===== src/rtl/riscv_lsu_pkg.sv =====
// Shared definitions for the load/store unit.
// Holds the LDST_* size encodings (funct3), the FSM state type, byte-enable
// patterns, the lane-offset helper and the misalignment predicate used by
// riscv_lsu and riscv_lsu_data_fmt.
package riscv_lsu_pkg;

  // Access size encodings, identical to the load/store funct3 field.
  localparam logic [2:0] LDST_B  = 3'b000;
  localparam logic [2:0] LDST_H  = 3'b001;
  localparam logic [2:0] LDST_W  = 3'b010;
  localparam logic [2:0] LDST_BU = 3'b100;
  localparam logic [2:0] LDST_HU = 3'b101;

  // Byte-enable patterns for lane 0; shifted up by the lane offset.
  localparam logic [3:0] BE_B = 4'b0001;
  localparam logic [3:0] BE_H = 4'b0011;
  localparam logic [3:0] BE_W = 4'b1111;

  // Each byte lane is 8 bits wide.
  localparam int unsigned LANE_BITS = 8;

  typedef enum logic [1:0] {
    ST_IDLE,
    ST_WAIT_GNT,
    ST_WAIT_RVALID
  } lsu_state_e;

  // Bit offset of a byte lane inside the 32-bit data word.
  function automatic logic [4:0] lane_shift(input logic [1:0] off);
    return {off, 3'b000};
  endfunction

  // Halfwords need an even address, words need a word-aligned address.
  // Byte accesses (and the illegal codes, which act as bytes) never fault.
  function automatic logic is_misaligned(input logic [2:0] size, input logic [1:0] off);
    case (size)
      LDST_H, LDST_HU: return off[0];
      LDST_W:          return off != 2'b00;
      default:         return 1'b0;
    endcase
  endfunction

endpackage


===== src/rtl/riscv_lsu_data_fmt.sv =====
// Combinational data formatting for the load/store unit.
// Store side: byte-enable generation and lane replication of store data.
// Load side: lane selection and sign/zero extension of read data.
// Ports:
//   st_size, st_off, st_data -> be, st_rep   (store request path)
//   ld_size, ld_off, rdata   -> ld_data      (load response path)
module riscv_lsu_data_fmt
  import riscv_lsu_pkg::*;
(
  input  logic [2:0]  st_size,
  input  logic [1:0]  st_off,
  input  logic [31:0] st_data,
  output logic [3:0]  be,
  output logic [31:0] st_rep,
  input  logic [2:0]  ld_size,
  input  logic [1:0]  ld_off,
  input  logic [31:0] rdata,
  output logic [31:0] ld_data
);

  logic [31:0] lane;

  // Move the addressed byte/halfword down to bit 0.
  assign lane = rdata >> lane_shift(ld_off);

  // Store path: the byte pattern covers the addressed lanes, and the data
  // is copied into every lane so memory picks whichever lanes are enabled.
  // Illegal size codes fall through to the byte case.
  always_comb begin
    be     = BE_B << st_off;
    st_rep = {4{st_data[7:0]}};
    case (st_size)
      LDST_H, LDST_HU: begin
        be     = BE_H << {st_off[1], 1'b0};
        st_rep = {2{st_data[15:0]}};
      end
      LDST_W: begin
        be     = BE_W;
        st_rep = st_data;
      end
      default: ;
    endcase
  end

  // Load path: extend the selected lane; illegal codes act as signed bytes.
  always_comb begin
    ld_data = {{24{lane[7]}}, lane[7:0]};
    case (ld_size)
      LDST_BU: ld_data = {24'b0, lane[7:0]};
      LDST_H:  ld_data = {{16{lane[15]}}, lane[15:0]};
      LDST_HU: ld_data = {16'b0, lane[15:0]};
      LDST_W:  ld_data = rdata;
      default: ;
    endcase
  end

endmodule


===== src/rtl/riscv_lsu.sv =====
// Load/store unit between the decoder and a req/gnt/rvalid data bus.
// One outstanding access. Stalls the core while an access is in flight,
// flags misaligned requests (never sent to the bus) and aborts with a
// one-cycle bus error pulse if gnt or rvalid does not arrive in time.
// Ports:
//   clk_i, rst_i                      clock, async active-high reset
//   lsu_req_i/we_i/size_i/addr_i/wdata_i   request from decoder
//   lsu_stall_req_o, lsu_data_o       stall and formatted load data
//   lsu_misalign_o, lsu_bus_err_o     exception flags
//   data_req_o/we_o/be_o/addr_o/wdata_o    bus request
//   data_gnt_i, data_rvalid_i, data_rdata_i bus response
module riscv_lsu
  import riscv_lsu_pkg::*;
#(
  parameter int unsigned TIMEOUT_CYCLES = 255,
  parameter int unsigned CNT_W          = 8
) (
  input  logic        clk_i,
  input  logic        rst_i,
  input  logic        lsu_req_i,
  input  logic        lsu_we_i,
  input  logic [2:0]  lsu_size_i,
  input  logic [31:0] lsu_addr_i,
  input  logic [31:0] lsu_wdata_i,
  output logic        lsu_stall_req_o,
  output logic [31:0] lsu_data_o,
  output logic        lsu_misalign_o,
  output logic        lsu_bus_err_o,
  output logic        data_req_o,
  output logic        data_we_o,
  output logic [3:0]  data_be_o,
  output logic [31:0] data_addr_o,
  output logic [31:0] data_wdata_o,
  input  logic        data_gnt_i,
  input  logic        data_rvalid_i,
  input  logic [31:0] data_rdata_i
);

  localparam logic TIMEOUT_EN = (TIMEOUT_CYCLES != 0);
  localparam logic [CNT_W-1:0] CNT_LAST =
    (TIMEOUT_CYCLES == 0) ? '0 : CNT_W'(TIMEOUT_CYCLES - 1);

  lsu_state_e state, state_next;
  logic [CNT_W-1:0] cnt;

  logic        cap_we;
  logic [2:0]  cap_size;
  logic [1:0]  cap_off;
  logic [3:0]  cap_be;
  logic [31:0] cap_wdata;
  logic [29:0] cap_word;

  logic        misalign;
  logic        req_ok;
  logic        rsp_done;
  logic        timeout_hit;
  logic [3:0]  fmt_be;
  logic [31:0] fmt_wdata;
  logic [31:0] fmt_ldata;

  riscv_lsu_data_fmt u_fmt (
    .st_size (lsu_size_i),
    .st_off  (lsu_addr_i[1:0]),
    .st_data (lsu_wdata_i),
    .be      (fmt_be),
    .st_rep  (fmt_wdata),
    .ld_size (cap_size),
    .ld_off  (cap_off),
    .rdata   (data_rdata_i),
    .ld_data (fmt_ldata)
  );

  // Requests are masked during reset so every output reads 0 while rst_i
  // is high, even though the decoder may still be presenting a request.
  assign misalign       = is_misaligned(lsu_size_i, lsu_addr_i[1:0]);
  assign req_ok         = ~rst_i & lsu_req_i & ~misalign;
  assign lsu_misalign_o = ~rst_i & lsu_req_i & misalign;
  assign rsp_done       = (state == ST_WAIT_RVALID) & data_rvalid_i;
  assign lsu_bus_err_o  = timeout_hit;

  // The stall drops in the cycle the access finishes (or is aborted), so
  // the decoder moves on at the following edge.
  assign lsu_stall_req_o = req_ok & ~rsp_done & ~timeout_hit;

  // Timeout fires on the last allowed wait cycle only if the awaited
  // handshake is missing; a handshake in that same cycle takes priority.
  always_comb begin
    timeout_hit = 1'b0;
    if (TIMEOUT_EN && cnt == CNT_LAST) begin
      if (state == ST_WAIT_GNT && !data_gnt_i)
        timeout_hit = 1'b1;
      if (state == ST_WAIT_RVALID && !data_rvalid_i)
        timeout_hit = 1'b1;
    end
  end

  // Next-state and bus outputs. The first request cycle drives the bus
  // straight from the core so a same-cycle gnt saves a cycle; while waiting
  // for gnt the bus is driven from the captured copy instead.
  always_comb begin
    state_next   = state;
    data_req_o   = 1'b0;
    data_we_o    = 1'b0;
    data_be_o    = 4'b0;
    data_addr_o  = 32'b0;
    data_wdata_o = 32'b0;
    lsu_data_o   = 32'b0;
    case (state)
      ST_IDLE: begin
        if (req_ok) begin
          data_req_o   = 1'b1;
          data_we_o    = lsu_we_i;
          data_be_o    = fmt_be;
          data_addr_o  = {lsu_addr_i[31:2], 2'b00};
          data_wdata_o = fmt_wdata;
          state_next   = data_gnt_i ? ST_WAIT_RVALID : ST_WAIT_GNT;
        end
      end
      ST_WAIT_GNT: begin
        data_req_o   = 1'b1;
        data_we_o    = cap_we;
        data_be_o    = cap_be;
        data_addr_o  = {cap_word, 2'b00};
        data_wdata_o = cap_wdata;
        if (data_gnt_i)
          state_next = ST_WAIT_RVALID;
        else if (timeout_hit)
          state_next = ST_IDLE;
      end
      ST_WAIT_RVALID: begin
        if (data_rvalid_i) begin
          state_next = ST_IDLE;
          if (!cap_we)
            lsu_data_o = fmt_ldata;
        end else if (timeout_hit) begin
          state_next = ST_IDLE;
        end
      end
      default: state_next = ST_IDLE;
    endcase
  end

  // State register.
  always_ff @(posedge clk_i or posedge rst_i) begin
    if (rst_i)
      state <= ST_IDLE;
    else
      state <= state_next;
  end

  // Wait-cycle counter: restarts on entry to either wait state and then
  // counts up, sticking at its maximum rather than wrapping.
  always_ff @(posedge clk_i or posedge rst_i) begin
    if (rst_i)
      cnt <= '0;
    else if (state_next != state && state_next != ST_IDLE)
      cnt <= '0;
    else if (state != ST_IDLE && cnt != '1)
      cnt <= cnt + 1'b1;
  end

  // Capture the request when it is first issued so the bus and the load
  // formatter see stable values while waiting for gnt/rvalid.
  always_ff @(posedge clk_i or posedge rst_i) begin
    if (rst_i) begin
      cap_we    <= 1'b0;
      cap_size  <= 3'b0;
      cap_off   <= 2'b0;
      cap_be    <= 4'b0;
      cap_wdata <= 32'b0;
      cap_word  <= 30'b0;
    end else if (state == ST_IDLE && req_ok) begin
      cap_we    <= lsu_we_i;
      cap_size  <= lsu_size_i;
      cap_off   <= lsu_addr_i[1:0];
      cap_be    <= fmt_be;
      cap_wdata <= fmt_wdata;
      cap_word  <= lsu_addr_i[31:2];
    end
  end

endmodule


===== config.mk =====
export PLATFORM = sky130hd
export DESIGN_NAME = riscv_lsu
export DESIGN_NICKNAME = d
export VERILOG_FILES = /design/src/rtl/riscv_lsu_pkg.sv /design/src/rtl/riscv_lsu_data_fmt.sv /design/src/rtl/riscv_lsu.sv
export SDC_FILE = /design/constraint.sdc
export NUM_CORES = 1
export LEC_CHECK = 0
export ABC_AREA = 1
export BUFFER_PORTS_ARGS = -buffer_cell sky130_fd_sc_hd__buf_2
export CAP_MARGIN = 40
export CELL_PAD_IN_SITES_DETAIL_PLACEMENT = 0
export CELL_PAD_IN_SITES_GLOBAL_PLACEMENT = 1
export CORE_ASPECT_RATIO = 0.75
export CORE_MARGIN = 2
export CORE_UTILIZATION = 30
export DETAILED_ROUTE_END_ITERATION = 8
export HOLD_SLACK_MARGIN = 0.02
export PLACE_DENSITY = 0.81
export SLEW_MARGIN = 20
export SYNTH_ARGS = -nofsm -noshare
export SYNTH_HDL_FRONTEND = slang
export SYNTH_SLANG_ARGS = --single-unit

===== constraint.sdc =====
create_clock -name clk_i -period 2.09 [get_ports clk_i]
set_input_delay 0.1045 -clock clk_i [delete_from_list [all_inputs] [get_ports clk_i]]
set_output_delay 0.1045 -clock clk_i [all_outputs]
set_load 0.005 [all_outputs]

==> metrics.txt <==
outcome complete, no violations; setup_tns 0 ps; Routed Antenna Nets 0; ys async rst share 100%; worst rel slew slack between 50% and 60%; Clock Power Share 26.9%; post-route cell area between 7000 and 8000 um2; Critical path origin cap_off[0]; critical path type flip-flop to output port; Final Slew Violations 0; cells after synthesis 714; IO buf count 207; endpoints failing setup 0; Worst Setup End Kind output port; Net Sw Frac 34.8%; Fin Clk Skew 8.13 ps; register area share after synthesis 40.7%; top-count cell post-synth o21ai_0; HPWL after DPL 11400 um; leading cell types by count after synthesis o21ai_0, inv_1, nand2_1, dfrtp_1, nor2_1; worst vdd ir 0.517 mV; min cycle time layout 2010 ps; grt ovf 0; wire length per cell 13.5 um; clock slew seen by the registers of the worst setup and hold paths 60 ps; Clock Tree Buf Depth 2; max cap viols 0; PwrDens 805 nW/um2; largest net degree at the start of global routing 83; prevailing post-synth register cell dfrtp_1; clock sinks between 80 and 90; Post-Route WL 15800 um; CTS Buf Count 9; initial antenna violation count 0; Req. time, crit path just under 2000 ps; Fmax 498 MHz; RSZ-0062 raised after global routing no; Area contributors post-synth dfrtp_1, o21ai_0, inv_1; Yosys warning total 0; Die W about 150 um; CTS tree yes; Synth Register Bits 82; CTS HTree Levels 3; DP Area 6370 um2; Final Hold Fails 0; DRC viols 0; RR Startpoint cnt[0]; Worst Min Path Start lsu_wdata_i[0]; syn_area_per_cell 7.06 um2; Max FO, Critical Path 16; Yosys top cell area share roughly two fifths; Die Y-Extent 116 um; DRT iter0 DRCs 307; Clock Latency Late Sink 330 ps; worst-margin pin slew 639 ps; full die area 17900 um2; crit start category flip-flop; reg-to-reg slack, setup 390 ps; GRT Total Usage between 10% and 20%; vias in the first global route 5042; # IOs 210; Final GP Congestion 0.861; initial core utilization 30.3%; leakage power 3.70 nW; Final nets 1058; net switching power 0.00198 W; min-delay worst type input port to flip-flop; Synth Cell Area 5040 um2; Site Rows 41; core footprint 16600 um2; Post-synth EDFFs 0; Synth cell types 37; routed via count between 5k and 6k; DR vias/cell 4.66; CTS Root Cell clkbuf_16; Worst EP arrival roughly 1900 ps; share of layout cells above drive strength 1 28.7%; Comb power frac 35.4%; first-pass GRT wire length 24900 um; internal power 0.00371 W; Layout area overhead 40.3%; Flop pwr share 37.8%; period utilization 96.0%; Yosys top cell by area dfrtp_1; router iterations before antenna repair 4
==> timing repair <==
| item | CTS | global route |
|---|---|---|
| endpoints found under the setup margin | 40 | 63 |
| hold buffers | 28 | 0 |
| resized for setup | 2 | 11 |
| pin swaps | 2 | 2 |
| buffers inserted | 4 | 5 |
| endpoints found under the hold margin | 109 | 0 |
==> metrics by stage <==
step                setup WS [ps]  hold WS, ps  instances  utilization (%)  total power, W
floorplan                     592          168        715                -         0.00339
global placement              220          280       1118             38.3         0.00405
detailed placement            166          285       1118             38.3         0.00408
CTS                          6.90         23.1       1166             42.0         0.00569
global route                0.437         35.6       1171             42.5         0.00614
finish                       83.9         33.2       1172             42.5         0.00569
==> layout make-up <==
cell class	instances	area, um2
fill	1717	9550
multi-input combinational	473	2360
sequential	82	2050
timing repair buffer	265	1640
inverter	120	458
tap	215	269
clock buffer	11	233
clock inverter	5	55.1
antenna	1	2.50
==> layer usage <==
metal	global-route usage [%]	share of wire, %
met5	0	0
met4	3.36	0.60
met3	3.41	5.9
met2	27.5	44
met1	24.8	49
==> flip-flops by register name, indices dropped and copies added (netlist names) <==
| name | cells |
|---|---|
| cap_word | 30 |
| cap_we | 1 |
| state | 2 |
| cap_wdata | 32 |
| cap_off | 2 |
| cap_size | 3 |
| cnt | 8 |
| cap_be | 4 |
==> cells in the final DEF (no fill, tap or decap), types with 2 or more instances in the layout <==
master,n
inv_1,114
ha_1,2
clkinv_2,3
buf_2,207
nand2_1,102
o211ai_1,7
o31ai_1,7
clkbuf_1,2
buf_4,19
buf_6,4
conb_1,2
nor2_1,71
a21oi_2,2
o21ai_0,163
clkinvlp_4,3
nand3_1,6
nor2_2,2
nand4_1,6
nor2_4,6
inv_2,2
dlygate4sd3_1,28
buf_12,6
dfrtp_1,81
a31oi_1,4
a21oi_1,51
nand2_2,3
xor2_1,6
clkbuf_16,9
o22ai_1,22
==> logic make-up (layout without fill, tap and decap cells) <==
logic type      count (synthesis)  in the layout  share of synthesized area, %
xor+xnor                        6              6                          1.04
buf+inv                       160            401                          13.1
flops                          82             82                          40.7
fa+ha+maj                       2              2                         0.496
other cells                     1              3                        0.0744
simple gates                  202            202                          16.9
compound gates                261            261                          27.7
==> power groups by stage <==
stage | clock network (W) | logic (W) | registers (W)
2_1_floorplan | 0 | 0.00127 | 0.00212
3_3_place_gp | 0 | 0.00190 | 0.00215
3_5_place_dp | 0 | 0.00191 | 0.00217
4_1_cts | 0.00158 | 0.00197 | 0.00214
5_1_grt | 0.00164 | 0.00231 | 0.00219
6_report | 0.00153 | 0.00201 | 0.00215
==> path summary, 6_finish.rpt <==
| kind | to | depth (start not counted) |
|---|---|---|
| hold / removal | cap_wdata[0] | 3 |
| setup / recovery | lsu_data_o[31] | 9 |
| min in group asynchronous | cap_word[8] | 4 |
| max in group asynchronous | state[1] | 4 |
| hold reg to reg | cap_word[2] | 2 |
| setup reg to reg | cnt[1] | 10 |
==> critical path: stages, from the launching register on <==
cell and delay, ps:
dfrtp_1 430, clkinv_2 100, nand2_2 140, o22ai_1 200, nand2_1 130, nor2_4 140
buf_12 150, nor2_1 50, nor2_1 110, buf_2 130
Power figures use the tool's default switching activity.
